`config.mk`:
```
export PLATFORM = sky130hd
export DESIGN_NAME = recv
export DESIGN_NICKNAME = d
export VERILOG_FILES = /design/src/rtl/recv_pkg.sv /design/src/rtl/rx_sync.sv /design/src/rtl/recv.sv
export SDC_FILE = /design/constraint.sdc
export NUM_CORES = 1
export LEC_CHECK = 0
export BUFFER_PORTS_ARGS = -buffer_cell sky130_fd_sc_hd__buf_2
export CORE_ASPECT_RATIO = 1.1
export CORE_MARGIN = 2
export CORE_UTILIZATION = 50
export DETAILED_ROUTE_END_ITERATION = 12
export GPL_TIMING_DRIVEN = 0
export PLACE_DENSITY = 0.71
export SLEW_MARGIN = 20
export SYNTH_ARGS = -nofsm -noshare
export SYNTH_HDL_FRONTEND = slang
export SYNTH_HIERARCHICAL = 1
export SYNTH_SLANG_ARGS = --single-unit
```
`constraint.sdc`:
```
create_clock -name clock -period 2.21 [get_ports clock]
set_clock_uncertainty 0.05 [all_clocks]
set_input_delay 0.1105 -clock clock [delete_from_list [all_inputs] [get_ports clock]]
set_output_delay 0.1105 -clock clock [all_outputs]
set_load 0.03 [all_outputs]
```
`src/rtl/recv_pkg.sv`:
```
// recv_pkg: shared frame geometry, parity sense and FSM encoding for the UART receiver
package recv_pkg;
    localparam int DATA_BITS = 128;
    localparam int OVERSAMPLE = 16;
    localparam logic PARITY_ODD = 1'b1;
    typedef enum logic [2:0] {IDLE, START, DATA, PARITY, STOP} state_t;
endpackage

```
`src/rtl/rx_sync.sv`:
```
// rx_sync: two-flop synchronizer for the asynchronous serial line, idles high
module rx_sync (
    input  logic clock,
    input  logic reset,
    input  logic d_i,
    output logic q_o
);
    logic [1:0] sync_q;
    // shift the raw line through two flops; reset to the idle (mark) level
    always_ff @(posedge clock) sync_q <= reset ? 2'b11 : {sync_q[0], d_i};
    assign q_o = sync_q[1];
endmodule

```
`src/rtl/recv.sv`:
```
// recv: oversampling UART receiver with odd parity, frame checks and a done level for the sender's ack slot
module recv #(
    parameter int DATA_BITS  = recv_pkg::DATA_BITS,
    parameter int OVERSAMPLE = recv_pkg::OVERSAMPLE
) (
    input  logic                 clock,
    input  logic                 reset,
    input  logic                 UART_RX,
    output logic [DATA_BITS-1:0] outval,
    output logic                 rx_done,
    output logic                 rx_valid,
    output logic                 parity_err,
    output logic                 frame_err
);
    import recv_pkg::*;
    localparam int TW = $clog2(OVERSAMPLE);
    localparam int BW = $clog2(DATA_BITS) + 1;
    logic                 rx_s;
    state_t               state_q, state_d;
    logic [TW-1:0]        tick_q, tick_d;
    logic [BW-1:0]        bit_q, bit_d;
    logic [DATA_BITS-1:0] shift_q, shift_d, out_q, out_d;
    logic                 par_q, par_d, pok_q, pok_d;
    logic                 done_q, done_d, valid_q, valid_d, perr_q, perr_d, ferr_q, ferr_d;
    logic                 samp;

    rx_sync u_sync (.clock(clock), .reset(reset), .d_i(UART_RX), .q_o(rx_s));

    assign samp = (tick_q == TW'(OVERSAMPLE - 1));

    // next-state and datapath: start is confirmed at mid-bit, later bits sampled once per bit period
    always_comb begin
        state_d = state_q;
        tick_d  = tick_q + 1'b1;
        bit_d   = bit_q;
        shift_d = shift_q;
        par_d   = par_q;
        pok_d   = pok_q;
        out_d   = out_q;
        done_d  = done_q;
        valid_d = 1'b0;
        perr_d  = perr_q;
        ferr_d  = ferr_q;
        case (state_q)
            IDLE: begin
                tick_d = '0;
                if (!rx_s) state_d = START;
            end
            START: begin
                if (tick_q == TW'(OVERSAMPLE / 2 - 1)) begin
                    tick_d  = '0;
                    state_d = rx_s ? IDLE : DATA;
                    if (!rx_s) begin
                        bit_d  = '0;
                        par_d  = 1'b0;
                        done_d = 1'b0;
                        perr_d = 1'b0;
                        ferr_d = 1'b0;
                    end
                end
            end
            DATA: begin
                if (samp) begin
                    tick_d  = '0;
                    shift_d = {rx_s, shift_q[DATA_BITS-1:1]};
                    par_d   = par_q ^ rx_s;
                    bit_d   = bit_q + 1'b1;
                    if (bit_q == BW'(DATA_BITS - 1)) state_d = PARITY;
                end
            end
            PARITY: begin
                if (samp) begin
                    tick_d  = '0;
                    pok_d   = ((par_q ^ rx_s) == PARITY_ODD);
                    state_d = STOP;
                end
            end
            STOP: begin
                if (samp) begin
                    tick_d  = '0;
                    state_d = IDLE;
                    if (!rx_s) ferr_d = 1'b1;
                    else if (!pok_q) perr_d = 1'b1;
                    else begin
                        out_d   = shift_q;
                        valid_d = 1'b1;
                        done_d  = 1'b1;
                    end
                end
            end
            default: state_d = IDLE;
        endcase
    end

    // state and output registers; reset overrides everything
    always_ff @(posedge clock) begin
        if (reset) begin
            state_q <= IDLE;
            tick_q  <= '0;
            bit_q   <= '0;
            shift_q <= '0;
            par_q   <= 1'b0;
            pok_q   <= 1'b0;
            out_q   <= '0;
            done_q  <= 1'b0;
            valid_q <= 1'b0;
            perr_q  <= 1'b0;
            ferr_q  <= 1'b0;
        end else begin
            state_q <= state_d;
            tick_q  <= tick_d;
            bit_q   <= bit_d;
            shift_q <= shift_d;
            par_q   <= par_d;
            pok_q   <= pok_d;
            out_q   <= out_d;
            done_q  <= done_d;
            valid_q <= valid_d;
            perr_q  <= perr_d;
            ferr_q  <= ferr_d;
        end
    end

    assign outval     = out_q;
    assign rx_done    = done_q;
    assign rx_valid   = valid_q;
    assign parity_err = perr_q;
    assign frame_err  = ferr_q;
endmodule

```
==> results, run 1 <==
- The floorplan step set the die height to 151 um.
- The launch point of the worst reg-to-reg path is tick_q[0].
- Summing every instance area after synthesis gives 9850 um2.
- The floorplan step set the die width to 138 um.
- Grouping stages by cell kind, the critical path spends the most delay in simple AND/OR/NAND/NOR gates.
- In the final design database the tool counted 1414 nets.
- The initial standard-cell utilization of the core is 51.2%.
- Counting the buffers created by CTS gives 27.
- The wire-length estimate of the detail-placed layout is 15.1 mm.
- The total negative slack is 0 ns.
- The count of synthesis-stage warnings from yosys is 6.
- The maximum achievable frequency is 0.478 GHz.
- The worst endpoint data arrival time is 2.42 ns.
- Max-cap violations in this run came to 0.
- The signal on the critical path passes through ha_2 -> nand3_2 -> or3_1 -> clkbuf_4 -> clkbuf_2 -> nand2_1 -> a21oi_1.
- Counting flops with a built-in enable in the synthesized netlist gives 0.
- After layout, the worst path uses 94.6% of the clock period.
- The area of combinational cells with multiple inputs is 3860 um2.
- Once placement completed, the tool counted placed cells totaling 1625.
- The hold violation count in the final report is 0.
- The transition time at the pin with the least slew margin is 0.906 ns.
- After filler insertion, the fill cell instance count of the layout stands at 1760.
- The via count of the first global-routing pass is 7650.
- Yosys mapped the design onto 40 distinct sky130hd cell types.
- STA puts the critical path data required time at 2.54 ns.
- In this run the worst setup path begins at tick_q[0].
- The global router's overall resource usage is 21.0%.
- In this run the tightest slew margin relative to its limit is 39.6%.
- Yosys attributes the largest share of cell area to sky130_fd_sc_hd__dfxtp_1 (57%), sky130_fd_sc_hd__nand2_1 (20%), sky130_fd_sc_hd__a21oi_1 (13%), sky130_fd_sc_hd__clkbuf_1 (2.6%), sky130_fd_sc_hd__buf_2 (1.3%).
- The core footprint is 19200 um2.
- The cell count after synthesis is 1244.
- Global routing finished with a remaining overflow of 0.
- The worst hold path begins at reset.
- The routed design has 22.4 mm of wire.
- The first-pass GRT wire length is 35.8 mm.
- Buffers placed on the I/O ports in this run total 134.
- For this run, design rule violations remaining after detail routing come to 0.
- For this run, the leading register cell type out of synthesis is sky130_fd_sc_hd__dfxtp_1.
- The TritonCTS clock tree is yes.
- After clock tree synthesis, the clock-pin slew on the worst setup and hold paths is 0.06 ns.
- The area growth from synthesis to layout is 19.4%.
- The buffer depth of the longest clock path is 3.
- After detailed routing, the average wire length per cell comes to 13.4 um.
- The count of pins over their slew limit is 0.
- The logic depth of the worst register-to-register path is 7.
- The clock net sink count is 279.
- By startpoint and endpoint, the worst setup path is classified as reg -> reg.
- The total number of vias is 8486.
- The share of cells above drive strength 1 is 16.3%.
- The per-instance average area after synthesis is 7.92 um2.
- For this run, the slowest stage of the critical path takes 0.43 ns.
- The final weighted congestion in routability-driven placement is 0.785.
- The worst hold path belongs to the class in -> reg.
- The leakage power of the design is 0.00432 uW.
- The cell depth of the worst min-delay path is 3.
- The later pin in the worst-skew pair is clocked with a latency of 0.52 ns.
- The number of logic stages on the critical path including buffering is 7.
- Pin placement for this block handled 135 I/O pins.
- The highest ir drop seen on vdd is 708 uV.
- Setup repair after global routing left no endpoint under its margin.
- The worst-path cell with the longest stage delay is sky130_fd_sc_hd__or3_1.
- After floorplanning, the core was divided into 53 placement rows.
- The first detailed-routing pass ran for 5 iterations.
- The master cell of the clock root buffer is sky130_fd_sc_hd__clkbuf_16.
- STA classifies the critical path startpoint as a register.
- The first routing iteration left 451 violations.
- The leading cell type in the layout, fill and taps excluded is sky130_fd_sc_hd__nand2_1.
- The post-synthesis sequential area ratio is 56.7%.
- The footprint of the flip-flops and latches is 5590 um2.
- The area enclosed by the die boundary is 20800 um2.
- The total of flip-flops plus latches after synthesis is 279.
- Setup violations remaining at the end of the flow were counted as 0.
- The maximum number of pins on one net before global-route repair is 15.
- The number of antenna violations at the first check in global routing came to 0.
- Dividing the detail-routed via count by the number of cells gives 5.07.
- The element type at the critical path end is a register.
- The number of antenna diodes in the final layout is 0.
- The share of synthesized area in the top cell type comes to 56.7%.
- The largest area contributor in the netlist is sky130_fd_sc_hd__dfxtp_1.
- The proportion of register bits with asynchronous set or reset after synthesis is 0%.
- The synthesized net count is 1249.
- Of all nets on the critical path, the largest fanout is 10.
- The run finished with clean final reports.
- Dividing total power by cell area gives a power density of 816 nW/um2.
- The critical path contains buffers and inverters numbering 2 combined.
- In this run the remaining antenna-violating nets after routing total 0.
- The library cells used most frequently in the layout, excluding fill and tap cells, are sky130_fd_sc_hd__nand2_1 (519), sky130_fd_sc_hd__dfxtp_1 (279), sky130_fd_sc_hd__a21oi_1 (261), sky130_fd_sc_hd__buf_2 (161), sky130_fd_sc_hd__clkbuf_1 (53).
- After layout, the minimum clock period comes to 2.09 ns.
- For this run, the number of standard cells in the final layout without fillers is 1673.
- In this run the number of H-tree levels came out at 1.
-- stage by stage --
stage | hold WS [ns] | power, uW | cell area, um2 | util (%) | worst slack, ns
after floorplan | 0.158 | 5240 | 9850 | - | 0.280
after detailed placement | 0.245 | 5280 | 10800 | 56.3 | -0.387
after global placement | 0.241 | 5280 | 10800 | 56.3 | -0.349
after CTS | 0.286 | 9670 | 11700 | 61.0 | 0.0265
final | 0.298 | 9600 | 11800 | 61.2 | 0.120
after global routing | 0.326 | 9870 | 11800 | 61.2 | 0.0130
-- worst paths after layout --
check	endpoint	slack, ns
setup / recovery	outval[85]	0.12
hold / removal	u_sync/sync_q[1]	0.30
setup reg to reg	outval[85]	0.12
hold reg to reg	u_sync/sync_q[1]	0.36
-- layout make-up --
class / count / area share, %
Sequential cell: 279 / 47.5
Multi-Input combinational cell: 864 / 32.8
Clock buffer: 38 / 6.69
Timing Repair Buffer: 138 / 6.02
Buffer: 93 / 3.61
Tap cell: 247 / 2.63
Clock inverter: 8 / 0.574
Inverter: 6 / 0.191
-- kinds of logic after synthesis --
| family | count (synthesis) | share of synthesized area [%] |
|---|---|---|
| adders and majority gates | 2 | 0.254 |
| and+or+nand+nor | 567 | 22.3 |
| AOI/OAI and AO/OA | 286 | 15.6 |
| buffers and inverters | 101 | 4.33 |
| xor gates and xnor gates | 9 | 0.800 |
| DFF | 279 | 56.7 |
-- state kept, by name, summed over array words and instances, names as in the netlist --
register	flops
outval	128
shift_q	128
tick_q	4
state_q	3
rx_done	1
pok_q	1
par_q	1
bit_q	8
parity_err	1
rx_valid	1
frame_err	1
u_sync/sync_q	2
-- metal layers --
layer	track usage, %	wire length, um	up-vias
met5	0	0	-
met4	5.87	428	0
met3	3.35	1040	30
met2	36.4	10600	177
met1	27.0	10300	3902
li1	-	-	4377
-- tightest hold or removal path: stages --
cell and delay [ns]:
sky130_fd_sc_hd__dlygate4sd3_1 0.52, sky130_fd_sc_hd__buf_2 0.11, sky130_fd_sc_hd__or2_1 0.09
-- cell usage after synthesis, types with 2 or more instances --
library cell / instances
sky130_fd_sc_hd__nand2_1: 519
sky130_fd_sc_hd__dfxtp_1: 279
sky130_fd_sc_hd__a21oi_1: 261
sky130_fd_sc_hd__clkbuf_1: 67
sky130_fd_sc_hd__buf_2: 26
sky130_fd_sc_hd__nor2_1: 19
sky130_fd_sc_hd__nor3_1: 8
sky130_fd_sc_hd__xnor2_1: 8
sky130_fd_sc_hd__inv_1: 6
sky130_fd_sc_hd__nand3_1: 6
sky130_fd_sc_hd__a2111oi_2: 4
sky130_fd_sc_hd__a211oi_1: 4
sky130_fd_sc_hd__o21ai_0: 4
sky130_fd_sc_hd__a221oi_1: 2
sky130_fd_sc_hd__buf_6: 2
sky130_fd_sc_hd__ha_1: 2
sky130_fd_sc_hd__nand3b_1: 2
sky130_fd_sc_hd__nand4_1: 2
sky130_fd_sc_hd__or2_1: 2
-- power breakdown --
group / total, uW / switching [uW] / internal, uW / leakage, uW
clock network: 4420 / 1850 / 2580 / 0.000426
logic: 137 / 108 / 28.9 / 0.00165
registers: 5030 / 2.67 / 5030 / 0.00225
total: 9600 / 1960 / 7640 / 0.00432
-- repair_timing --
action,CTS,global route
setup endpoints to repair,242,189
setup buffers,0,1
gates resized for setup,14,19
hold endpoints to repair,2,0
hold buffers,3,0
(Power assumes the default switching activity.)
==> run 2: changes to the inputs <==
Settings changed: ABC_AREA set to 1, CORE_UTILIZATION 50 to 55, PLACE_DENSITY 0.71 to 0.77.
==> run 2 against run 1 <==
Register-to-register slack is essentially flat. Sequential power grew 2%. Clock power grew 1%. Synthesized area grew 1.1%. Sequential share of layout area shrank 0.27 points. Final area grew 0.57%. Cell count grew 2.2%. Hold slack gained 0.055 ns. Combinational power grew to 4.7 times the previous value. Die area shrank 7.8%. Via count grew 1.2%.
==> results, run 2 <==
- The number of rows in the core area came to 51 (was 53).
- The area added between synthesis and finish is 18.8% (was 19.4%).
- The share of cells above drive strength 1 is 16.3% (about the same).
- The count of antenna-violating nets left after detailed routing is 0 (unchanged).
- The clock net sink count came to 279 (unchanged).
- The ratio of total power to cell area is 866 nW/um2 (was 816 nW/um2).
- The minimum setup slack among reg-to-reg paths is 0.13 ns (was 0.12 ns).
- The maximum achievable frequency is 0.480 GHz (was 0.478 GHz).
- The launch point of the worst reg-to-reg path is tick_q[0] (unchanged).
- The number of iterations in the first detailed-routing pass is 5 (unchanged).
- The number of enable flip-flop cells after synthesis came to 0 (unchanged).
- The largest area contributor in the netlist was sky130_fd_sc_hd__dfxtp_1 (unchanged).
- Top library cells by usage in the layout, fill and taps aside: sky130_fd_sc_hd__nor2_1 (541), sky130_fd_sc_hd__dfxtp_1 (279), sky130_fd_sc_hd__o21ai_0 (183), sky130_fd_sc_hd__buf_2 (155), sky130_fd_sc_hd__o21ai_1 (78) (was sky130_fd_sc_hd__nand2_1 (519), sky130_fd_sc_hd__dfxtp_1 (279), sky130_fd_sc_hd__a21oi_1 (261), sky130_fd_sc_hd__buf_2 (161), sky130_fd_sc_hd__clkbuf_1 (53)).
- The post-synthesis sequential area ratio came to 56.1% (was 56.7%).
- The count of antenna diodes in the layout is 0 (unchanged).
- The core footprint is 17700 um2 (was 19200 um2).
- The detailed placement HPWL is 15.0 mm (was 15.1 mm).
- The cell with the most instances after synthesis is sky130_fd_sc_hd__nor2_1 (was sky130_fd_sc_hd__nand2_1).
- The via density per instance was 5.03 (was 5.07).
- The post-layout net count is 1455 (was 1414).
- Setup repair after global routing missed its margin: no (unchanged).
- The number of antenna violations at the first check in global routing came to 0 (unchanged).
- The area enclosed by the die boundary is 19200 um2 (was 20800 um2).
- The count of pins over their slew limit came to 0 (unchanged).
- The buffer depth of the longest clock path was 3 (unchanged).
- The termination of the worst setup path is outval[46] (was outval[85]).
- The count of routing violations after the opening detailed-route iteration is 498 (was 451).
- Most used standard cells in the synthesized netlist: sky130_fd_sc_hd__nor2_1 (541), sky130_fd_sc_hd__dfxtp_1 (279), sky130_fd_sc_hd__o21ai_0 (183) (was sky130_fd_sc_hd__nand2_1 (519), sky130_fd_sc_hd__dfxtp_1 (279), sky130_fd_sc_hd__a21oi_1 (261)).
- The logic depth of the worst register-to-register path was 8 (was 7).
- The total cell area at the placement stage is 10900 um2 (was 10800 um2).
- The synthesized net count is 1289 (was 1249).
- The finished layout cell area came to 11800 um2 (about the same).
- The hold violation count in the final report is 0 (unchanged).
- The per-instance average area after synthesis came to 7.76 um2 (was 7.92 um2).
- The maximum number of pins on one net before global-route repair is 15 (unchanged).
- The area fraction of the dominant cell type after synthesis is 56.1% (was 56.7%).
- The H-tree depth is 1 (unchanged).
- The class of the worst hold path is in -> reg (unchanged).
- The total CTS buffers came to 27 (unchanged).
- The initial standard-cell utilization of the core is 56.2% (was 51.2%).
- Area contributors post-synth: sky130_fd_sc_hd__dfxtp_1 (56%), sky130_fd_sc_hd__nor2_1 (20%), sky130_fd_sc_hd__o21ai_0 (9.2%), sky130_fd_sc_hd__o21ai_1 (3.9%), sky130_fd_sc_hd__nand2_1 (1.7%) (was sky130_fd_sc_hd__dfxtp_1 (57%), sky130_fd_sc_hd__nand2_1 (20%), sky130_fd_sc_hd__a21oi_1 (13%), sky130_fd_sc_hd__clkbuf_1 (2.6%), sky130_fd_sc_hd__buf_2 (1.3%)).
- The critical path startpoint category is a register (unchanged).
- The total global routing overflow is 0 (unchanged).
- The cell count after synthesis is 1284 (was 1244).
- The proportion of register bits with asynchronous set or reset after synthesis was 0% (unchanged).
- The endpoint required time on the critical path is 2.56 ns (was 2.54 ns).
- The total negative slack is 0 ns (unchanged).
- The leading cell type in the layout, fill and taps excluded is sky130_fd_sc_hd__nor2_1 (was sky130_fd_sc_hd__nand2_1).
- The total number of vias is 8592 (was 8486).
- The count of buffers from port buffering is 134 (unchanged).
- The minimum period implied by the final worst setup slack came to 2.08 ns (was 2.09 ns).
- The clock latency on the worst-skew pair is 0.53 ns (was 0.52 ns).
- The highest ir drop seen on vdd is 737 uV (was 708 uV).
- The total of fill cells in the finished design is 1559 (was 1760).
- The total of flip-flops plus latches after synthesis is 279 (unchanged).
- The leakage power of the design is 0.00564 uW (was 0.00432 uW).
- The I/O pin count is 135 (unchanged).
- The total wirelength of the detailed-routed design is 21.6 mm (was 22.4 mm).
- The type of the setup path with the least slack was reg -> reg (unchanged).
- The count of final setup violators is 0 (unchanged).
- The number of remaining DRC errors is 0 (unchanged).
- The clock transition time at the flip-flop clock pins of the worst setup and hold paths was 0.06 ns (about the same).
- The count of different cell masters after synthesis is 30 (was 40).
- The via count of the first global-routing pass is 7665 (was 7650).
- The count of max-cap constraint violations is 0 (unchanged).
- The cell area after technology mapping came to 9960 um2 (was 9850 um2).
- The average wire length per cell after detail routing is 12.7 um (was 13.4 um).
- The worst-path maximum fanout was 10 (unchanged).
- The worst slew margin relative to its limit came to 44.1% (was 39.6%).
- The transition time at the pin with the least slew margin is 0.839 ns (was 0.906 ns).
- The count of synthesis-stage warnings from yosys was 6 (unchanged).
- The most used flip-flop cell after synthesis is sky130_fd_sc_hd__dfxtp_1 (unchanged).
- The start point of the critical path is tick_q[0] (unchanged).
- The number of instances resized during post-cts repair is 0 (was 14).
- Outcome: complete, no violations (unchanged).
- The worst endpoint data arrival time is 2.43 ns (was 2.42 ns).
- The element type at the critical path end is a register (unchanged).
- The master cell of the clock root buffer is sky130_fd_sc_hd__clkbuf_16 (unchanged).
- The global router's overall resource usage was 21.4% (was 21.0%).
- The height of the chip is 145 um (was 151 um).
- The ratio of final minimum period to clock period is 94.3% (was 94.6%).
- The TritonCTS clock tree is yes (unchanged).
- The die extent in x was 132 um (was 138 um).
- The first-pass GRT wire length is 35.1 mm (was 35.8 mm).
- The destination of the worst register-to-register timing path is outval[46] (was outval[85]).
- The final weighted congestion in routability-driven placement was 0.910 (was 0.785).
## run 2: changes by cell type after synthesis, sizes merged, moves of 8 or more
cell,delta
clkbuf,-22
inv,+16
a21oi,-248
nand2,-472
o21ai,+257
nor2,+525
nand3,+8
buf,+12
## run 2: per-layer routing
metal	global-route usage [%]	vias up	routed length (um)
met5	0	-	0
met4	6.29	0	498
met3	3.28	38	1030
met2	35.9	193	10100
met1	28.4	3911	9990
li1	-	4450	-
## run 2: timing repair
item	CTS	global route
endpoints found under the hold margin	6	0
hold buffers	3	0
buffers inserted	0	0
## run 2: critical path, cell delays in order (launching register included)
cell                       delay [ns]
sky130_fd_sc_hd__dfxtp_1         0.36
sky130_fd_sc_hd__ha_1            0.23
sky130_fd_sc_hd__nand3_2         0.20
sky130_fd_sc_hd__inv_2           0.14
sky130_fd_sc_hd__nand4_4         0.14
sky130_fd_sc_hd__buf_4           0.23
sky130_fd_sc_hd__clkbuf_2        0.20
sky130_fd_sc_hd__o21ai_0         0.33
sky130_fd_sc_hd__nor2_1          0.07
## run 2: final cells by class
| cell class | count | area, um2 | area share, % |
|---|---|---|---|
| Inverter | 23 | 86.3 | 0.730 |
| Timing Repair Buffer | 137 | 701 | 5.92 |
| Clock inverter | 12 | 95.1 | 0.804 |
| Multi-Input combinational cell | 897 | 3860 | 32.6 |
| Tap cell | 238 | 298 | 2.52 |
| Buffer | 85 | 433 | 3.66 |
| Clock buffer | 38 | 777 | 6.57 |
| Sequential cell | 279 | 5590 | 47.2 |
## run 2: kinds of logic after synthesis
| kind of cell | Yosys count | share of synthesized area [%] |
|---|---|---|
| compound gates | 279 | 14.1 |
| xor+xnor | 4 | 0.352 |
| fa+ha+maj | 2 | 0.251 |
| buf+inv | 108 | 5.21 |
| flops | 279 | 56.1 |
| simple gates | 612 | 24.0 |
## run 2: worst min path at each step
stage	from	to	depth (start not counted)
2_1_floorplan	reset	par_q	1
3_3_place_gp	UART_RX	u_sync/sync_q[0]	3
3_5_place_dp	UART_RX	u_sync/sync_q[0]	3
4_1_cts	reset	par_q	3
5_1_grt	reset	par_q	3
6_report	reset	par_q	3
## run 2: metrics by stage
stage	hold WS [ns]	total power, uW	instances	utilization [%]	setup slack (ns)
after global routing	0.353	10600	1709	66.7	0.0532
after floorplan	0.130	5720	1284	-	0.612
after detailed placement	0.241	5870	1656	61.6	0.184
after global placement	0.237	5860	1656	61.6	0.182
final	0.353	10300	1709	66.7	0.126
after CTS	0.343	10300	1709	66.7	0.154
## run 2: where the power goes
group / internal, uW / leakage, uW / switching [uW]
Combinational: 205 / 0.00295 / 438
Sequential: 5070 / 0.00225 / 59.9
Clock: 2570 / 0.000436 / 1910
Total: 7850 / 0.00564 / 2410
==> run 3: changes to the inputs <==
Settings changed: ABC_AREA 1 to not set, CAP_MARGIN set to 20.
==> run 3 against run 2 <==
Via count shrank 0.88%. Fmax shrank 2.5%. Flip-flop and latch count is the same. Die area shrank 1.1%. Critical path depth shrank 1. Critical path type unchanged. Critical endpoint is now outval[9]. Largest cell class unchanged.
==> results, run 3 (same netlist as run 1, synthesis figures left out) <==
- The via density per instance came to 5.11 (was 5.03).
- Outcome: complete, no violations (unchanged).
- The number of remaining DRC errors is 0 (unchanged).
- The master cell of the clock root buffer was sky130_fd_sc_hd__clkbuf_16 (unchanged).
- The minimum period implied by the final worst setup slack came to 2.14 ns (was 2.08 ns).
- The worst slew margin relative to its limit was 53.6% (was 44.1%).
- The total global routing overflow is 0 (unchanged).
- The maximum achievable frequency was 0.468 GHz (was 0.480 GHz).
- The via count of the first global-routing pass is 7577 (was 7665).
- The element type at the critical path end is a register (unchanged).
- The total CTS buffers is 27 (unchanged).
- The final non-filler cell total came to 1665 (was 1709).
- The count of buffers from port buffering is 134 (unchanged).
- The height of the chip came to 144 um (was 145 um).
- The highest ir drop seen on vdd is 575 uV (was 737 uV).
- The count of final setup violators is 0 (unchanged).
- The worst setup timing slack at the placement stage is -0.370 ns (was 0.184 ns).
- The transition time at the pin with the least slew margin came to 0.696 ns (was 0.839 ns).
- The area of combinational cells with multiple inputs came to 3850 um2 (was 3860 um2).
- The detailed placement HPWL is 15.0 mm (about the same).
- The overall power after layout is 9930 uW (was 10300 uW).
- The count of routing violations after the opening detailed-route iteration came to 450 (was 498).
- Top library cells by usage in the layout, fill and taps aside: sky130_fd_sc_hd__nand2_1 (519), sky130_fd_sc_hd__dfxtp_1 (279), sky130_fd_sc_hd__a21oi_1 (261), sky130_fd_sc_hd__buf_2 (159), sky130_fd_sc_hd__clkbuf_1 (52) (was sky130_fd_sc_hd__nor2_1 (541), sky130_fd_sc_hd__dfxtp_1 (279), sky130_fd_sc_hd__o21ai_0 (183), sky130_fd_sc_hd__buf_2 (155), sky130_fd_sc_hd__o21ai_1 (78)).
- The ratio of final minimum period to clock period is 96.7% (was 94.3%).
- The TritonCTS clock tree was yes (unchanged).
- The final core utilization is 67.1% (was 66.7%).
- The H-tree depth is 1 (unchanged).
- The clock net sink count was 279 (unchanged).
- The total cell area at the placement stage came to 10800 um2 (was 10900 um2).
- The number of rows in the core area was 51 (unchanged).
- The area enclosed by the die boundary came to 19000 um2 (was 19200 um2).
- The worst endpoint data arrival time was 2.48 ns (was 2.43 ns).
- The endpoint required time on the critical path is 2.55 ns (was 2.56 ns).
- The global router's overall resource usage is 22.4% (was 21.4%).
- The hold violation count in the final report was 0 (unchanged).
- The count of max-cap constraint violations came to 0 (unchanged).
- The total wirelength of the detailed-routed design came to 22.3 mm (was 21.6 mm).
- The initial standard-cell utilization of the core is 55.9% (was 56.2%).
- The count of antenna-violating nets left after detailed routing came to 0 (unchanged).
- The post-layout net count is 1413 (was 1455).
- The total number of vias was 8516 (was 8592).
- The count of pins over their slew limit was 0 (unchanged).
- Setup repair after global routing missed its margin: yes (was no).
- The die extent in x is 132 um (about the same).
- The final worst setup slack is 0.0721 ns (was 0.126 ns).
- The buffer depth of the longest clock path was 3 (unchanged).
- The total of fill cells in the finished design is 1504 (was 1559).
- The final weighted congestion in routability-driven placement is 0.933 (was 0.910).
- The ratio of total power to cell area is 840 nW/um2 (was 866 nW/um2).
- The worst-path maximum fanout is 10 (unchanged).
- The class of the worst hold path is in -> reg (unchanged).
- The clock transition time at the flip-flop clock pins of the worst setup and hold paths is 0.06 ns (about the same).
- The share of cells above drive strength 1 came to 16.2% (was 16.3%).
- The number of antenna violations at the first check in global routing is 0 (unchanged).
- The clock latency on the worst-skew pair is 0.52 ns (was 0.53 ns).
- The I/O pin count is 135 (unchanged).
- The finished layout cell area is 11800 um2 (about the same).
- The first-pass GRT wire length was 35.8 mm (was 35.1 mm).
- The type of the setup path with the least slack is reg -> reg (unchanged).
- The footprint of the flip-flops and latches is 5590 um2 (unchanged).
- The count of antenna diodes in the layout came to 0 (unchanged).
- The average wire length per cell after detail routing came to 13.4 um (was 12.7 um).
- The critical path startpoint category is a register (unchanged).
- The area added between synthesis and finish was 19.9% (was 18.8%).
- The leakage power of the design is 0.00435 uW (was 0.00564 uW).
- The leading cell type in the layout, fill and taps excluded is sky130_fd_sc_hd__nand2_1 (was sky130_fd_sc_hd__nor2_1).
- The core footprint was 17600 um2 (was 17700 um2).
- The maximum number of pins on one net before global-route repair was 15 (unchanged).
- The number of placed cells counting well taps came to 1616 (was 1656).
- The number of iterations in the first detailed-routing pass came to 4 (was 5).
==> run 3: worst paths after layout <==
path / start / to / slack [ns] / cells after the start
max reg2reg: tick_q[0] / outval[9] / 0.07 / 7
min reg2reg: u_sync/sync_q[0] / u_sync/sync_q[1] / 0.36 / 1
min: reset / u_sync/sync_q[1] / 0.31 / 3
max: tick_q[0] / outval[9] / 0.07 / 7
==> run 3: report_power, final <==
part	internal, uW	leakage, uW	total [uW]	switching [uW]
registers	5030	0.00225	5030	2.52
logic	28.7	0.00165	134	105
clock network	2890	0.000452	4760	1860
total	7950	0.00435	9930	1970
==> run 3: layout make-up <==
| type | instances | area share [%] |
|---|---|---|
| sequential | 279 | 47.3 |
| tap | 238 | 2.52 |
| clock inverter | 5 | 0.869 |
| multi-input combinational | 864 | 32.6 |
| buffer | 93 | 3.61 |
| clock buffer | 43 | 6.99 |
| timing repair buffer | 137 | 5.93 |
| inverter | 6 | 0.191 |
==> run 3: per-stage QoR <==
step | hold WS (ns) | TNS [ns]
floorplan | 0.158 | 0
global placement | 0.245 | -60.50
detailed placement | 0.244 | -66.52
CTS | 0.281 | 0
global route | 0.306 | -0.542
finish | 0.309 | 0
==> run 3: metal layers <==
| layer | vias up | GRT usage (%) | wire, um |
|---|---|---|---|
| li1 | 4369 | - | - |
| met1 | 3919 | 28.8 | 9910 |
| met2 | 189 | 39.3 | 10700 |
| met3 | 39 | 3.61 | 1160 |
| met4 | 0 | 6.29 | 477 |
| met5 | - | 0 | 0 |
==> run 3: repair_timing <==
action                                  CTS  global route
gates resized for setup                  20             9
buffers inserted                          0             0
cloned                                    0             0
endpoints found under the setup margin  242           134
pin swaps                                 0             0
hold buffers                              3             0
hold endpoints to repair                  2             0
==> run 3: critical path: stages (launching register included) <==
cell                       delay [ns]
sky130_fd_sc_hd__dfxtp_1         0.35
sky130_fd_sc_hd__ha_2            0.27
sky130_fd_sc_hd__nand3_1         0.16
sky130_fd_sc_hd__or3_1           0.43
sky130_fd_sc_hd__clkbuf_4        0.26
sky130_fd_sc_hd__buf_1           0.27
sky130_fd_sc_hd__nand2_1         0.13
sky130_fd_sc_hd__a21oi_1         0.06
